### config.mk
export PLATFORM = sky130hd
export DESIGN_NAME = hamming_decoder_stream_flat
export DESIGN_NICKNAME = d
export VERILOG_FILES = /design/src/rtl/hamming_decoder_stream_if.sv /design/src/rtl/hamming_decoder_stream.sv /design/src/flat_wrapper.sv
export SDC_FILE = /design/constraint.sdc
export NUM_CORES = 1
export LEC_CHECK = 0
export BUFFER_PORTS_ARGS = -buffer_cell sky130_fd_sc_hd__buf_2
export CORE_MARGIN = 4
export CORE_UTILIZATION = 58
export CTS_CLUSTER_DIAMETER = 30
export CTS_CLUSTER_SIZE = 24
export DETAILED_ROUTE_END_ITERATION = 7
export PLACE_DENSITY = 0.84
export SKIP_LAST_GASP = 1
export SYNTH_ARGS = -nofsm -noshare
export SYNTH_HDL_FRONTEND = slang
export SYNTH_SLANG_ARGS = --single-unit
### constraint.sdc
create_clock -name clk -period 3.6 [get_ports clk]
set_clock_uncertainty 0.1 [all_clocks]
set_input_delay 0 -clock clk [delete_from_list [all_inputs] [get_ports clk]]
set_output_delay 0 -clock clk [all_outputs]
set_load 0.005 [all_outputs]
### src/rtl/hamming_decoder_stream_if.sv
// Streaming handshake bundle for the Hamming(7,4) decoder.
//   in_valid/in_ready/in_code        : upstream codeword channel
//   out_valid/out_ready/out_data     : downstream data channel
//   out_err/out_syn                  : per-word correction status
// master = the environment (drives codewords and out_ready),
// slave  = the decoder.
interface hamming_decoder_stream_if;
    logic       in_valid;
    logic       in_ready;
    logic [6:0] in_code;
    logic       out_valid;
    logic       out_ready;
    logic [3:0] out_data;
    logic       out_err;
    logic [2:0] out_syn;

    modport master (
        output in_valid, in_code, out_ready,
        input  in_ready, out_valid, out_data, out_err, out_syn
    );

    modport slave (
        input  in_valid, in_code, out_ready,
        output in_ready, out_valid, out_data, out_err, out_syn
    );
endinterface

### src/rtl/hamming_decoder_stream.sv
// Streaming Hamming(7,4) single-error-correcting decoder.
// Two lock-step register stages: S1 holds the raw codeword, S2 holds the
// corrected data and status. Both stages advance together whenever the
// output is empty or being accepted, so bubbles are preserved.
// Ports:
//   clk        clock, rising edge
//   rst_n      synchronous active-low reset
//   bus        stream bundle (slave side): codeword in, data/status out
//   cnt_clr    synchronous clear of err_count (wins over increment)
//   err_count  saturating count of corrected words delivered downstream
module hamming_decoder_stream #(
    parameter int CNT_W = 16
) (
    input  logic                   clk,
    input  logic                   rst_n,
    hamming_decoder_stream_if.slave bus,
    input  logic                   cnt_clr,
    output logic [CNT_W-1:0]       err_count
);

    logic             adv;

    logic [6:0]       s1_code_q, s1_code_d;
    logic             s1_valid_q, s1_valid_d;

    logic [3:0]       s2_data_q, s2_data_d;
    logic             s2_err_q, s2_err_d;
    logic [2:0]       s2_syn_q, s2_syn_d;
    logic             s2_valid_q, s2_valid_d;

    logic [CNT_W-1:0] cnt_q, cnt_d;

    logic [2:0]       syn;
    logic [6:0]       flip_mask;
    logic [6:0]       fixed_code;

    assign adv = !s2_valid_q || bus.out_ready;

    // Syndrome bit k covers every codeword position whose 1-based index has
    // bit k set, so a single flip reports its own position.
    always_comb begin
        syn[0] = s1_code_q[0] ^ s1_code_q[2] ^ s1_code_q[4] ^ s1_code_q[6];
        syn[1] = s1_code_q[1] ^ s1_code_q[2] ^ s1_code_q[5] ^ s1_code_q[6];
        syn[2] = s1_code_q[3] ^ s1_code_q[4] ^ s1_code_q[5] ^ s1_code_q[6];
        flip_mask = 7'd0;
        if (syn != 3'd0) begin
            flip_mask = 7'b1 << (syn - 3'd1);
        end
        fixed_code = s1_code_q ^ flip_mask;
    end

    always_comb begin
        s1_code_d  = s1_code_q;
        s1_valid_d = s1_valid_q;
        s2_data_d  = s2_data_q;
        s2_err_d   = s2_err_q;
        s2_syn_d   = s2_syn_q;
        s2_valid_d = s2_valid_q;
        if (adv) begin
            s1_code_d  = bus.in_code;
            s1_valid_d = bus.in_valid;
            s2_data_d  = {fixed_code[6], fixed_code[5], fixed_code[4], fixed_code[2]};
            s2_err_d   = (syn != 3'd0);
            s2_syn_d   = syn;
            s2_valid_d = s1_valid_q;
        end
    end

    always_comb begin
        cnt_d = cnt_q;
        if (cnt_clr) begin
            cnt_d = '0;
        end else if (s2_valid_q && bus.out_ready && s2_err_q && !(&cnt_q)) begin
            cnt_d = cnt_q + CNT_W'(1);
        end
    end

    always_ff @(posedge clk) begin
        if (!rst_n) begin
            s1_code_q  <= 7'd0;
            s1_valid_q <= 1'b0;
            s2_data_q  <= 4'd0;
            s2_err_q   <= 1'b0;
            s2_syn_q   <= 3'd0;
            s2_valid_q <= 1'b0;
            cnt_q      <= '0;
        end else begin
            s1_code_q  <= s1_code_d;
            s1_valid_q <= s1_valid_d;
            s2_data_q  <= s2_data_d;
            s2_err_q   <= s2_err_d;
            s2_syn_q   <= s2_syn_d;
            s2_valid_q <= s2_valid_d;
            cnt_q      <= cnt_d;
        end
    end

    assign bus.in_ready  = adv;
    assign bus.out_valid = s2_valid_q;
    assign bus.out_data  = s2_data_q;
    assign bus.out_err   = s2_err_q;
    assign bus.out_syn   = s2_syn_q;
    assign err_count     = cnt_q;

endmodule

### src/flat_wrapper.sv
// flat-port wrapper written by rule: the top's interface ports become plain ports
module hamming_decoder_stream_flat 
#(
    parameter int CNT_W = 16
)
  (clk, rst_n, cnt_clr, err_count, bus_in_valid, bus_in_code, bus_out_ready, bus_in_ready, bus_out_valid, bus_out_data, bus_out_err, bus_out_syn);
  hamming_decoder_stream_if bus_i ();
  input  logic clk;
  input  logic rst_n;
  input  logic cnt_clr;
  output logic [CNT_W-1:0] err_count;
  input wire logic [$bits(bus_i.in_valid)-1:0] bus_in_valid;
  input wire logic [$bits(bus_i.in_code)-1:0] bus_in_code;
  input wire logic [$bits(bus_i.out_ready)-1:0] bus_out_ready;
  output wire logic [$bits(bus_i.in_ready)-1:0] bus_in_ready;
  output wire logic [$bits(bus_i.out_valid)-1:0] bus_out_valid;
  output wire logic [$bits(bus_i.out_data)-1:0] bus_out_data;
  output wire logic [$bits(bus_i.out_err)-1:0] bus_out_err;
  output wire logic [$bits(bus_i.out_syn)-1:0] bus_out_syn;
  assign bus_i.in_valid = bus_in_valid;
  assign bus_i.in_code = bus_in_code;
  assign bus_i.out_ready = bus_out_ready;
  assign bus_in_ready = bus_i.in_ready;
  assign bus_out_valid = bus_i.out_valid;
  assign bus_out_data = bus_i.out_data;
  assign bus_out_err = bus_i.out_err;
  assign bus_out_syn = bus_i.out_syn;
  hamming_decoder_stream #(.CNT_W(CNT_W)) u_core (.clk(clk), .rst_n(rst_n), .bus(bus_i), .cnt_clr(cnt_clr), .err_count(err_count));
endmodule
; Word level (Yosys, flattened, before mapping)
; Index checks and enable logic that the tools add are counted.
[totals]
ff_bits = 33
latchBits = 0
mem_bits_rw = 0
romBits = 0
input_bits = 12
output_inout_bits = 26
wordCells = 31
mem_count = 0
[op_classes]
addsub = 2
multipliers = 0
n_div = 0
order_cmp = 0
eq_ne = 0
shift = 1
n_mux = 1
n_bitwise = 11
reduce_logical = 9
[ops]
columns = cell, count
row1 = adder 16 x 1 -> 16 bit (second input constant), 1
row2 = AND reduction 16 bit, 1
row3 = XOR 1 bit, 9
row4 = 2-to-1 mux 7 bit, 1
row5 = left shift 1 x 3 -> 7 bit (first input constant), 1
row6 = XOR 7 bit, 1
row7 = logical AND 1 bit, 3
row8 = nonzero test 3 bit, 1
row9 = subtractor 3 x 1 -> 3 bit (second input constant), 1
row10 = zero test 1 bit, 2
row11 = OR reduction 2 bit, 1
row12 = logical OR 1 bit, 1
row13 = inverter 1 bit, 1

; Logic depth before layout (Yosys ltp)
; Gate-level depths: netlist of the first run.
[depth]
word_depth = 7
ltp_mapped = 10
depth_no_buf = 9

; Worst setup path before layout of the first run
; OpenSTA, ideal clock, no wires.
[synth_timing]
path_kind = reg2reg
from = register u_core.s1_code_q[5]
to = register u_core.s2_data_q[2], in the netlist u_core.bus.out_data[2]
setup_time_ns = 0.074
arrival_ns = 2.047
required_ns = 3.426
setup_slack_ns = 1.379
path_stages_with_launch = 11
path_buffers = 1
period_less_slack_ns = 2.221
path_cell_list = dfxtp_1 -> buf_2 -> xor2_1 -> nor2_1 -> nand2_1 -> o21ai_0 -> ha_1 -> nor2_1 -> nand4_1 -> a21o_1 -> a31oi_1
[synth_between]
elab_chain_len = 6
elab_cells_between_ends = 9
classes_between = add/sub: 1 / shift: 1 / mux: 1 / bitwise: 5 / reduce/logical: 1
[synth_lines]
columns = item, line
row1 = from (decl), hamming_decoder_stream.sv:23  ; logic [6:0] s1_code_q, s1_code_d;
row2 = from (signal assigned), hamming_decoder_stream.sv:88  ; s1_code_q <= s1_code_d;
row3 = "XOR 1 bit, on equally long branches (2 in series)", "hamming_decoder_stream.sv:43, hamming_decoder_stream.sv:44"
row4 = subtractor 3 x 1 -> 3 bit, hamming_decoder_stream.sv:47  ; flip_mask = 7'b1 << (syn - 3'd1);
row5 = left shift 1 x 3 -> 7 bit, hamming_decoder_stream.sv:47
row6 = 2-to-1 mux 7 bit, hamming_decoder_stream.sv:46  ; if (syn != 3'd0) begin
row7 = XOR 7 bit *, hamming_decoder_stream.sv:49  ; fixed_code = s1_code_q ^ flip_mask;
row8 = to (signal assigned), hamming_decoder_stream.sv:90  ; s2_data_q <= s2_data_d;
row9 = to (decl), hamming_decoder_stream.sv:26  ; logic [3:0] s2_data_q, s2_data_d;
; Every way passes the cells marked *; elsewhere a longest branch is shown, timed or not.
; A chain may end at the register's enable or synchronous reset.

; Worst setup path after layout of the first run
[layout_timing]
from = register u_core.s1_code_q[5]
to = register u_core.s2_data_q[3], in the netlist u_core.bus.out_data[3]
[layout_between]
elab_chain_len = 6
elab_cells_between_ends = 9
classes_between = add/sub: 1 / shift: 1 / mux: 1 / bitwise: 5 / reduce/logical: 1
[layout_lines]
columns = item, line
row1 = "XOR 1 bit, on equally long branches (2 in series)", "hamming_decoder_stream.sv:43, hamming_decoder_stream.sv:44"
row2 = subtractor 3 x 1 -> 3 bit, hamming_decoder_stream.sv:47
row3 = left shift 1 x 3 -> 7 bit, hamming_decoder_stream.sv:47
row4 = 2-to-1 mux 7 bit *, hamming_decoder_stream.sv:46
row5 = XOR 7 bit *, hamming_decoder_stream.sv:49
; Marks and branches as above.

==> summary.txt, run 1 <==
Run status
  – Result of the run: completed

Floorplan
  – Core Region: 2850 um2
  – Initial core utilization: between 60% and 70%
  – IO Pins: 38
  – Die X: 63.3 um
  – Die height: between 60 and 70 um
  – Num rows: 19
  – Die area: 4010 um2

Power and ir drop
  – Max rail drop VDD: 0.277 mV
  – PwrDens: 338 nW/um2
  – Leakage: 0.000948 uW

Setup path
  – Most Frequent Cell on Critical Path: nor2_1
  – Crit path cell chain: xor2_1 -> nor2_1 -> nand2_1 -> o21ai_0 -> ha_1 -> nor2_1 -> nand4_1 -> a21o_1 -> a31oi_1
  – Crit Path Max Fanout: 7
  – Startpoint type of the worst setup path: flip-flop
  – Crit path depth: 9
  – Buffers & Inverters on Critical Path: 0
  – Capturing point of the worst reg2reg path: u_core.bus.out_data[3]
  – CP max stage delay: about 0.47 ns
  – Reg2Reg Setup Slack: approximately 1.1 ns
  – Cell family with most CP delay: simple AND/OR/NAND/NOR gates
  – CP max-delay cell: dfxtp_1
  – Worst Reg-to-Reg Cells: 9
  – Worst Setup End Kind: flip-flop
  – WP data arrival: 2.69 ns
  – CP Class: flip-flop to flip-flop
  – Required @ worst endpoint: 3.79 ns
  – FF-to-FF Start: u_core.s1_code_q[5]

STA
  – Final Setup Violations: 0
  – Final-report hold violation count: 0
  – Setup Total Neg Slack: 0 ns
  – Slew Viols, Final: 0
  – Final Cycle Share: 69.5%
  – Slew headroom: about half
  – Max Clock Freq: approximately 400 MHz
  – Final min period: 2.50 ns
  – RSZ-0062 raised after global routing: false
  – Worst Tran Pin Value: 0.722 ns

Logic synthesis
  – Sequential fraction of the synthesis area: 37.2%
  – Seq cells post-synth: 33
  – Async SR Flop Fraction: 0%
  – Most frequent cells after synthesis: nand2_1 (37), dfxtp_1 (33), nand3_1 (11), nor2_1 (11), o21ai_0 (9)
  – Post-synthesis cell count: approximately 220
  – YS warnings: 0
  – Predominant post-synthesis flop cell: dfxtp_1
  – Top-count cell post-synth: nand2_1
  – Syn avg cell area: 8.19 um2
  – Post-synth EDFFs: 0
  – Top cell type's share of synthesized area: 37.2%
  – Largest area contributor in the netlist: dfxtp_1
  – Synth area leaders: dfxtp_1 (37%), nand2_1 (7.8%), a21boi_0 (3.4%)
  – Post-Synthesis Cell Area: 1780 um2
  – Library cells used by synthesis: 52
  – Synthesized Nets: around 230

Global route
  – Largest net degree at the start of global routing: 25
  – Total track usage: 22.1%
  – Number of global-route vias before repair: around 1600
  – First-pass GRT wire length: 7120 um
  – Initial antenna violation count: 0
  – Gr ovfl total: 0

CTS
  – Total clock buffers created by CTS: 5
  – Clk buf depth: 2
  – Root Buffer: clkbuf_4
  – CTS Hold Buffers Added: 20
  – Skew-Pair Late Insertion Delay: 0.35 ns
  – Post-CTS Setup Bufs: 0
  – Clock tree from TritonCTS: yes
  – CTS resizes: 0
  – Reg clk slew, reported paths: 0.10 ns
  – CTS Sinks: 33
  – H-tree depth: 2

Drt
  – DR vias: 1791
  – Drt initial violations: 179
  – Final ANT Viol Nets: 0
  – Routed metal-1 wire length: about 2100 um
  – Max layer used: met4
  – Met3 WL: 226 um
  – Wire per inst: approximately 14 um
  – DRC errors left: 0
  – First drt pass iteration count: 4
  – DRT Wirelength: 4090 um
  – Via/cell ratio: 5.93
  – Met2 WL: 1710 um

Cells and area
  – # fillers: 229
  – Layout cells sized above 1: 21.0%
  – Ant. Diodes: 0
  – Post-Layout Cell Count: 302
  – Net count, final: 284
  – Layout area overhead: 23.9%

Placed design
  – GPL Wtd Cong: between 0.8 and 0.9
  – Placed Instances: 274
  – Dpl hpwl: roughly 2700 um
  – IO Port Bufs: 37

Worst hold path
  – Hold Path Origin: u_core.bus.out_data[1]
  – Min-Delay Path Class: flip-flop to flip-flop
  – WHS Endpoint: u_core.bus.out_data[1]
  – Hold path cells: 2

Job
  – Max-cap viol count: 0
## report_power, final
part	switching (uW)	total (uW)	internal, uW
clock network	128	202	74.2
logic	73.2	141	67.8
registers	16.8	400	383
## how the worst max path moves through the flow
stage	startpoint	to	slack (ns)
final	u_core.s1_code_q[5]	u_core.bus.out_data[3]	1.10
after global routing	u_core.s1_code_q[5]	u_core.bus.out_data[2]	0.88
after CTS	u_core.s1_code_q[5]	u_core.bus.out_data[3]	1.14
after detailed placement	u_core.s1_code_q[5]	u_core.bus.out_data[2]	1.15
after global placement	u_core.s1_code_q[5]	u_core.bus.out_data[2]	1.21
after floorplan	u_core.s1_code_q[5]	u_core.bus.out_data[2]	1.38
## layout by cell type (no fill, tap or decap), types with 2 or more instances in the layout
master,n
nor3_1,4
and3_2,2
nor2b_1,2
nor2_1,11
a21boi_0,8
buf_2,37
a21o_1,2
inv_1,5
nand4_1,8
and2_1,2
nand3_1,11
dlygate4sd3_1,20
a21oi_1,8
clkinv_2,2
o21ai_0,9
xnor2_1,6
o31ai_1,3
ha_1,2
nor4_1,5
o211a_1,4
a31oi_1,7
a211oi_1,2
nand2_1,37
xor2_1,2
a31o_2,4
or4_1,4
clkbuf_4,5
dfxtp_1,33
## logic make-up (layout without fill, tap and decap cells)
logic type / Yosys count / count (layout) / synth area share (%)
fa+ha+maj: 2 / 2 / 1.41
xor+xnor: 9 / 9 / 4.86
buf+inv: 17 / 71 / 4.37
compound gates: 57 / 57 / 22.5
simple gates: 98 / 98 / 29.1
mux: 1 / 1 / 0.563
flops: 33 / 33 / 37.2
## per-stage QoR
step	total power, uW	utilization (%)	instance area, um2	hold WS (ns)	setup slack, ns
detailed placement	531	68.3	1950	0.162	1.15
floorplan	496	-	1780	0.0474	1.38
CTS	749	77.1	2200	0.371	1.14
global route	787	77.1	2200	0.391	0.877
finish	743	77.1	2200	0.369	1.10
global placement	528	68.3	1950	0.153	1.21
## layout make-up
cell class	count	area [um2]	share of cell area, %
multi-input cells	167	1040	47.2
flip-flops and latches	33	661	30.0
repair buffers	58	393	17.9
clock buffers	6	41.3	1.88
well taps	31	38.8	1.76
inverters	5	18.8	0.853
clock inverters	2	10.0	0.455
## worst reg2reg max path: cells and delay by family, from the launching register on
kind | cells | cell delay (ns)
AOI/OAI and AO/OA | 3 | 0.43
adders and majority gates | 1 | 0.33
DFF | 1 | 0.47
and+or+nand+nor | 4 | 0.68
xor gates and xnor gates | 1 | 0.44
## routing by layer
metal / up-vias / track usage, %
met5: - / 0
met4: 0 / 11.3
met3: 7 / 4.97
met2: 47 / 33.4
met1: 831 / 29.3
li1: 906 / -
## sequential cells by signal (all words and copies together) (netlist names)
signal	flops
u_core.bus.out_err	1
u_core.err_count	16
u_core.bus.out_valid	1
u_core.bus.out_syn	3
u_core.bus.out_data	4
u_core.s1_code_q	7
u_core.s1_valid_q	1
Note: power is estimated with default switching activity, not from simulation.
==> run 2, diff against run 1 <==
Settings changed: CORE_UTILIZATION 58 to 54, PLACE_DENSITY 0.84 to 0.79.
Clock period 3.6 ns to 2.6 ns, I/O delays scaled along.
==> summary.txt, run 2 (synthesis gave the netlist of run 1 again) <==
STA
  – RSZ-0062 raised after global routing: false
  – Final Setup Violations: 0 (unchanged)
  – Setup WS post-layout: 0.327 ns (-0.773 ns)
  – Final Cycle Share: 87.4% (+18 points)
  – Slew headroom: 57.9% (+6.5 points)
  – Max Clock Freq: 440 MHz (+10%)
  – Slew Viols, Final: 0 (unchanged)
  – Final-report hold violation count: 0 (unchanged)
  – Setup Total Neg Slack: 0 ns (unchanged)
  – Worst Tran Pin Value: 0.630 ns (-0.0917 ns)
  – Final min period: 2.27 ns (-0.227 ns)
  – Hold slack: 0.363 ns (-0.00589 ns)

Setup path
  – CP max-delay cell: dfxtp_1
  – CP max stage delay: 0.47 ns (about the same)
  – Crit path cell chain: xor2_1 -> nor2_1 -> nand2_1 -> o21ai_0 -> ha_1 -> nor2_1 -> nand4_1 -> a21o_1 -> a31oi_1
  – Crit Path Max Fanout: 6 (-1)
  – Startpoint type of the worst setup path: flip-flop
  – Required @ worst endpoint: 2.77 ns (-1.02 ns)
  – CP Class: flip-flop to flip-flop
  – WP data arrival: 2.45 ns (-0.24 ns)
  – Most Frequent Cell on Critical Path: nor2_1
  – Buffers & Inverters on Critical Path: 0 (unchanged)
  – Reg2Reg Setup Slack: 0.33 ns (-0.77 ns)
  – Cell family with most CP delay: simple AND/OR/NAND/NOR gates
  – Worst Setup End Kind: flip-flop

Global route
  – Number of global-route vias before repair: 1686 (+5.2%)
  – Initial antenna violation count: 0 (unchanged)
  – Total track usage: 22.6% (+0.50 points)
  – First-pass GRT wire length: 7530 um (+5.8%)
  – Gr ovfl total: 0 (unchanged)
  – Largest net degree at the start of global routing: 21 (-16%)

Run status
  – Result of the run: completed

Cells and area
  – Ant. Diodes: 0 (unchanged)
  – # fillers: 263 (+15%)
  – Finished Cell Area: 2260 um2 (+2.6%)
  – Flip-flop count of the largest register after layout: 16 (unchanged)
  – Reg area: 661 um2 (unchanged)
  – Most frequent cells in the layout: nand2_1 (37), buf_2 (37), dfxtp_1 (33), dlygate4sd3_1 (20)
  – Area of the multi-input gates: 1040 um2 (+0.60%)
  – Layout cells sized above 1: 22.3% (+1.2 points)
  – Layout area overhead: 27.0%
  – Net count, final: 288 (+1.4%)

Placed design
  – Post-DP Area: 2000 um2 (+2.4%)
  – GPL Wtd Cong: 0.867 (-3.1%)
  – Dpl hpwl: 2900 um (+6.1%)
  – Post-place setup slack: 0.347 ns (-0.804 ns)
  – IO Port Bufs: 37 (unchanged)

CTS
  – Reg clk slew, reported paths: 0.10 ns (about the same)
  – Root Buffer: clkbuf_4
  – Clk buf depth: 2 (unchanged)
  – Skew-Pair Late Insertion Delay: 0.34 ns (about the same)
  – CTS Sinks: 33 (unchanged)
  – Clock tree from TritonCTS: yes
  – H-tree depth: 2 (unchanged)
  – Post-CTS Setup Bufs: 0 (unchanged)
  – Total clock buffers created by CTS: 5 (unchanged)

Floorplan
  – Initial core utilization: 57.3% (-5.0 points)
  – IO Pins: 38 (unchanged)
  – Num rows: 20 (+1)
  – Die X: 65.4 um (+3.2%)
  – Die area: 4270 um2 (+6.5%)
  – Die height: 65.4 um (+3.2%)
  – Core Region: 3100 um2 (+8.8%)

Power and ir drop
  – Max rail drop VDD: 0.286 mV (+3.2%)
  – Total power: 1060 uW (+43%)
  – PwrDens: 470 nW/um2 (+39%)
  – Leakage: 0.000966 uW (+1.9%)

Drt
  – Final ANT Viol Nets: 0 (unchanged)
  – DRT Wirelength: 4330 um (+6.0%)
  – Drt initial violations: 101 (-44%)
  – DRC errors left: 0 (unchanged)
  – Wire per inst: 13.6 um (+0.64%)
  – Via/cell ratio: 5.67 (-4.4%)
  – DR vias: 1803 (+0.67%)
  – First drt pass iteration count: 4 (unchanged)

Job
  – Max-cap viol count: 0 (unchanged)

Worst hold path
  – Min-Delay Path Class: flip-flop to flip-flop
run 2: cell count changes in the layout (fill, tap and decap cells not counted):
cell | before | now
clkinv_2 | 2 | 0
nor4_2 | 0 | 1
nor4_1 | 5 | 4
clkbuf_8 | 0 | 1
buf_4 | 1 | 5
run 2: layout make-up:
class	count	area share, %
Multi-Input combinational cell	167	46.3
Tap cell	44	2.44
Clock buffer	7	2.44
Sequential cell	33	29.3
Timing Repair Buffer	62	18.7
Inverter	5	0.831
run 2: tightest hold or removal path: stages, from the launching register on:
cell and delay, ns:
dfxtp_1 0.32, nand3_1 0.06, o21ai_1 0.05
run 2: repair_timing:
item,CTS,global route
endpoints found under the hold margin,21,0
setup endpoints to repair,0,1
hold buffers,20,0
gates resized for setup,0,1
run 2: path summary, 6_finish.rpt:
path                           from                endpoint  depth (start not counted)
min          u_core.bus.out_data[1]  u_core.bus.out_data[1]                          2
min reg2reg  u_core.bus.out_data[1]  u_core.bus.out_data[1]                          2
max reg2reg     u_core.s1_code_q[5]  u_core.bus.out_data[2]                          9
max             u_core.s1_code_q[5]  u_core.bus.out_data[2]                          9
run 2: metal layers:
metal  vias up  wire, um  track usage (%)
met4         0        70             9.07
met2        50      1860             33.8
li1        914         -                -
met3         8       237             4.10
met5         -         0                0
met1       831      2160             32.0
run 2: metrics by stage:
step,utilization [%],std cells
after floorplan,-,217
after global placement,64.3,291
after detailed placement,64.3,291
after CTS,72.5,318
after global routing,72.7,318
final,72.7,318
run 2: power by group:
group | switching [uW] | leakage [uW] | internal (uW) | total, uW
logic | 106 | 0.000665 | 101 | 207
registers | 23.2 | 0.000270 | 530 | 553
clock network | 172 | 0.0000314 | 128 | 300
==> run 3, diff against run 2 <==
Settings changed: BUFFER_PORTS_ARGS -buffer_cell sky130_fd_sc_hd__buf_2 to default, CORE_UTILIZATION 54 to 62, DONT_BUFFER_PORTS from default to 1, PLACE_DENSITY 0.79 to 0.78.
Clock period 2.6 ns to 2.26 ns, I/O delays scaled along.
==> summary.txt, run 3 (synthesis gave the netlist of run 1 again) <==
Run status
  – Result of the run: completed

Setup path
  – WP data arrival: 2.23 ns (-0.22 ns)
  – CP max stage delay: 0.45 ns (-0.02 ns)
  – CP max-delay cell: dfxtp_1
  – Crit Path Max Fanout: 6 (unchanged)
  – Crit path cell chain: xor2_2 -> nor2_1 -> nand2_1 -> o21ai_0 -> ha_1 -> nor2_4 -> nand4_1 -> a21o_1 -> a31oi_1
  – Startpoint type of the worst setup path: flip-flop
  – Cell family with most CP delay: simple AND/OR/NAND/NOR gates
  – Worst Setup End Kind: flip-flop
  – Buffers & Inverters on Critical Path: 0 (unchanged)
  – CP Class: flip-flop to flip-flop
  – Required @ worst endpoint: 2.43 ns (-0.34 ns)

Floorplan
  – Die height: 61.5 um (-5.9%)
  – Die X: 61.5 um (-5.9%)
  – Initial core utilization: 64.4% (+7.2 points)
  – Num rows: 19 (-5.0%)
  – Core Region: 2760 um2 (-11%)
  – IO Pins: 38 (unchanged)
  – Die area: 3790 um2 (-11%)

Cells and area
  – Layout cells sized above 1: 13.6% (-8.7 points)
  – Ant. Diodes: 0 (unchanged)
  – Most common cell after layout, fill and taps aside: nand2_1
  – Post-Layout Cell Count: 267 (-16%)
  – Flip-flop count of the largest register after layout: 16 (unchanged)
  – Most frequent cells in the layout: nand2_1 (37), dfxtp_1 (33), dlygate4sd3_1 (12), nand3_1 (11), buf_4 (11)
  – Layout area overhead: 14.6%
  – Net count, final: 249 (-14%)

CTS
  – Skew-Pair Late Insertion Delay: 0.33 ns (about the same)
  – CTS Sinks: 33 (unchanged)
  – Reg clk slew, reported paths: 0.10 ns (about the same)
  – Root Buffer: clkbuf_4
  – Total clock buffers created by CTS: 5 (unchanged)
  – H-tree depth: 2 (unchanged)
  – Clock tree from TritonCTS: yes
  – Clk buf depth: 2 (unchanged)

Power and ir drop
  – Max rail drop VDD: 0.520 mV (+82%)
  – Leakage: 0.000767 uW (-21%)
  – PwrDens: 581 nW/um2 (+24%)

Global route
  – Initial antenna violation count: 0 (unchanged)
  – Met3 usage: 6.08% (+2.0 points)
  – Total track usage: 24.0% (+1.4 points)
  – Largest net degree at the start of global routing: 21 (unchanged)
  – GR Util met1: 24.6% (-7.4 points)
  – Top Usage Layer GRT: met2
  – Gr ovfl total: 0 (unchanged)
  – GR Util met2: 45.1% (+11 points)
  – Number of global-route vias before repair: 1591 (-5.6%)
  – First-pass GRT wire length: 6750 um (-10%)

STA
  – Worst Tran Pin Value: 0.640 ns (+0.00947 ns)
  – Setup Total Neg Slack: 0 ns (unchanged)
  – Final min period: 2.07 ns (-0.207 ns)
  – Final-report hold violation count: 0 (unchanged)
  – Hold slack: 0.274 ns (-0.0891 ns)
  – Final Setup Violations: 0 (unchanged)
  – Slew Viols, Final: 0 (unchanged)
  – RSZ-0062 raised after global routing: false
  – Final Cycle Share: 91.4% (+4.0 points)
  – Max Clock Freq: 484 MHz (+10%)
  – Slew headroom: 57.0% (-0.94 points)

Drt
  – Via/cell ratio: 6.35 (+12%)
  – DRC errors left: 0 (unchanged)
  – Final ANT Viol Nets: 0 (unchanged)
  – Wire per inst: 15.7 um (+15%)
  – DR vias: 1696 (-5.9%)
  – First drt pass iteration count: 4 (unchanged)
  – DRT Wirelength: 4180 um (-3.5%)
  – Drt initial violations: 145 (+44%)

Worst hold path
  – Min-Delay Path Class: input port to flip-flop

Placed design
  – GPL Wtd Cong: 0.908 (+4.7%)
  – Placed Instances: 247 (-15%)
  – IO Port Bufs: 0 (-100%)
  – Dpl hpwl: 3000 um (+3.4%)

Job
  – Max-cap viol count: 0 (unchanged)
[run 3: changes by cell type in the layout (fill, tap and decap cells not counted), sizes merged]
cell,before,now
clkbuf,7,8
buf,42,11
dlygate4sd3,20,12
[run 3: per-layer routing]
layer / share of wire (%) / vias to the layer above
met3: 6.4 / 10
li1: - / 834
met2: 54 / 56
met5: 0 / -
met4: 1.7 / 0
met1: 38 / 796
[run 3: where the power goes]
group	switching, uW	total [uW]	internal [uW]	leakage, uW
logic	124	227	103	0.000470
clock network	193	317	124	0.0000265
registers	28.3	639	610	0.000270
[run 3: layout make-up]
class                   instances  area (um2)
flip-flops and latches         33         661
repair buffers                 23         203
multi-input cells             167        1070
clock buffers                   8        48.8
inverters                       5        18.8
well taps                      31        38.8
fillers                       217         722
[run 3: what timing repair did]
action | 4_1_cts | 5_1_grt
setup buffers | 0 | 0
hold buffers | 11 | 1
resized for setup | 0 | 6
endpoints found under the hold margin | 29 | 1
setup endpoints to repair | 0 | 5
[run 3: worst reg2reg max path, stage by stage, from the launching register on]
cell     delay, ns
dfxtp_1       0.45
xor2_2        0.21
nor2_1        0.10
nand2_1       0.07
o21ai_0       0.08
ha_1          0.35
nor2_4        0.16
nand4_1       0.14
a21o_1        0.20
a31oi_1       0.15
[run 3: per-stage QoR]
stage | util [%] | area, um2 | setup WS, ns | power [uW]
floorplan | - | 1780 | 0.0389 | 790
global placement | 66.7 | 1840 | 0.191 | 833
detailed placement | 66.7 | 1840 | 0.0667 | 840
CTS | 72.5 | 2000 | 0.0269 | 1170
global route | 73.8 | 2040 | 0.0359 | 1240
finish | 73.8 | 2040 | 0.194 | 1180
[run 3: final timing paths]
| path | start | to | slack (ns) | depth (start not counted) |
|---|---|---|---|---|
| setup / recovery | u_core.s1_code_q[6] | u_core.bus.out_data[3] | 0.19 | 9 |
| hold / removal | bus_in_code[3] | u_core.s1_code_q[3] | 0.27 | 3 |
| setup reg to reg | u_core.s1_code_q[6] | u_core.bus.out_data[3] | 0.19 | 9 |
| hold reg to reg | u_core.s1_valid_q | u_core.bus.out_valid | 0.38 | 1 |
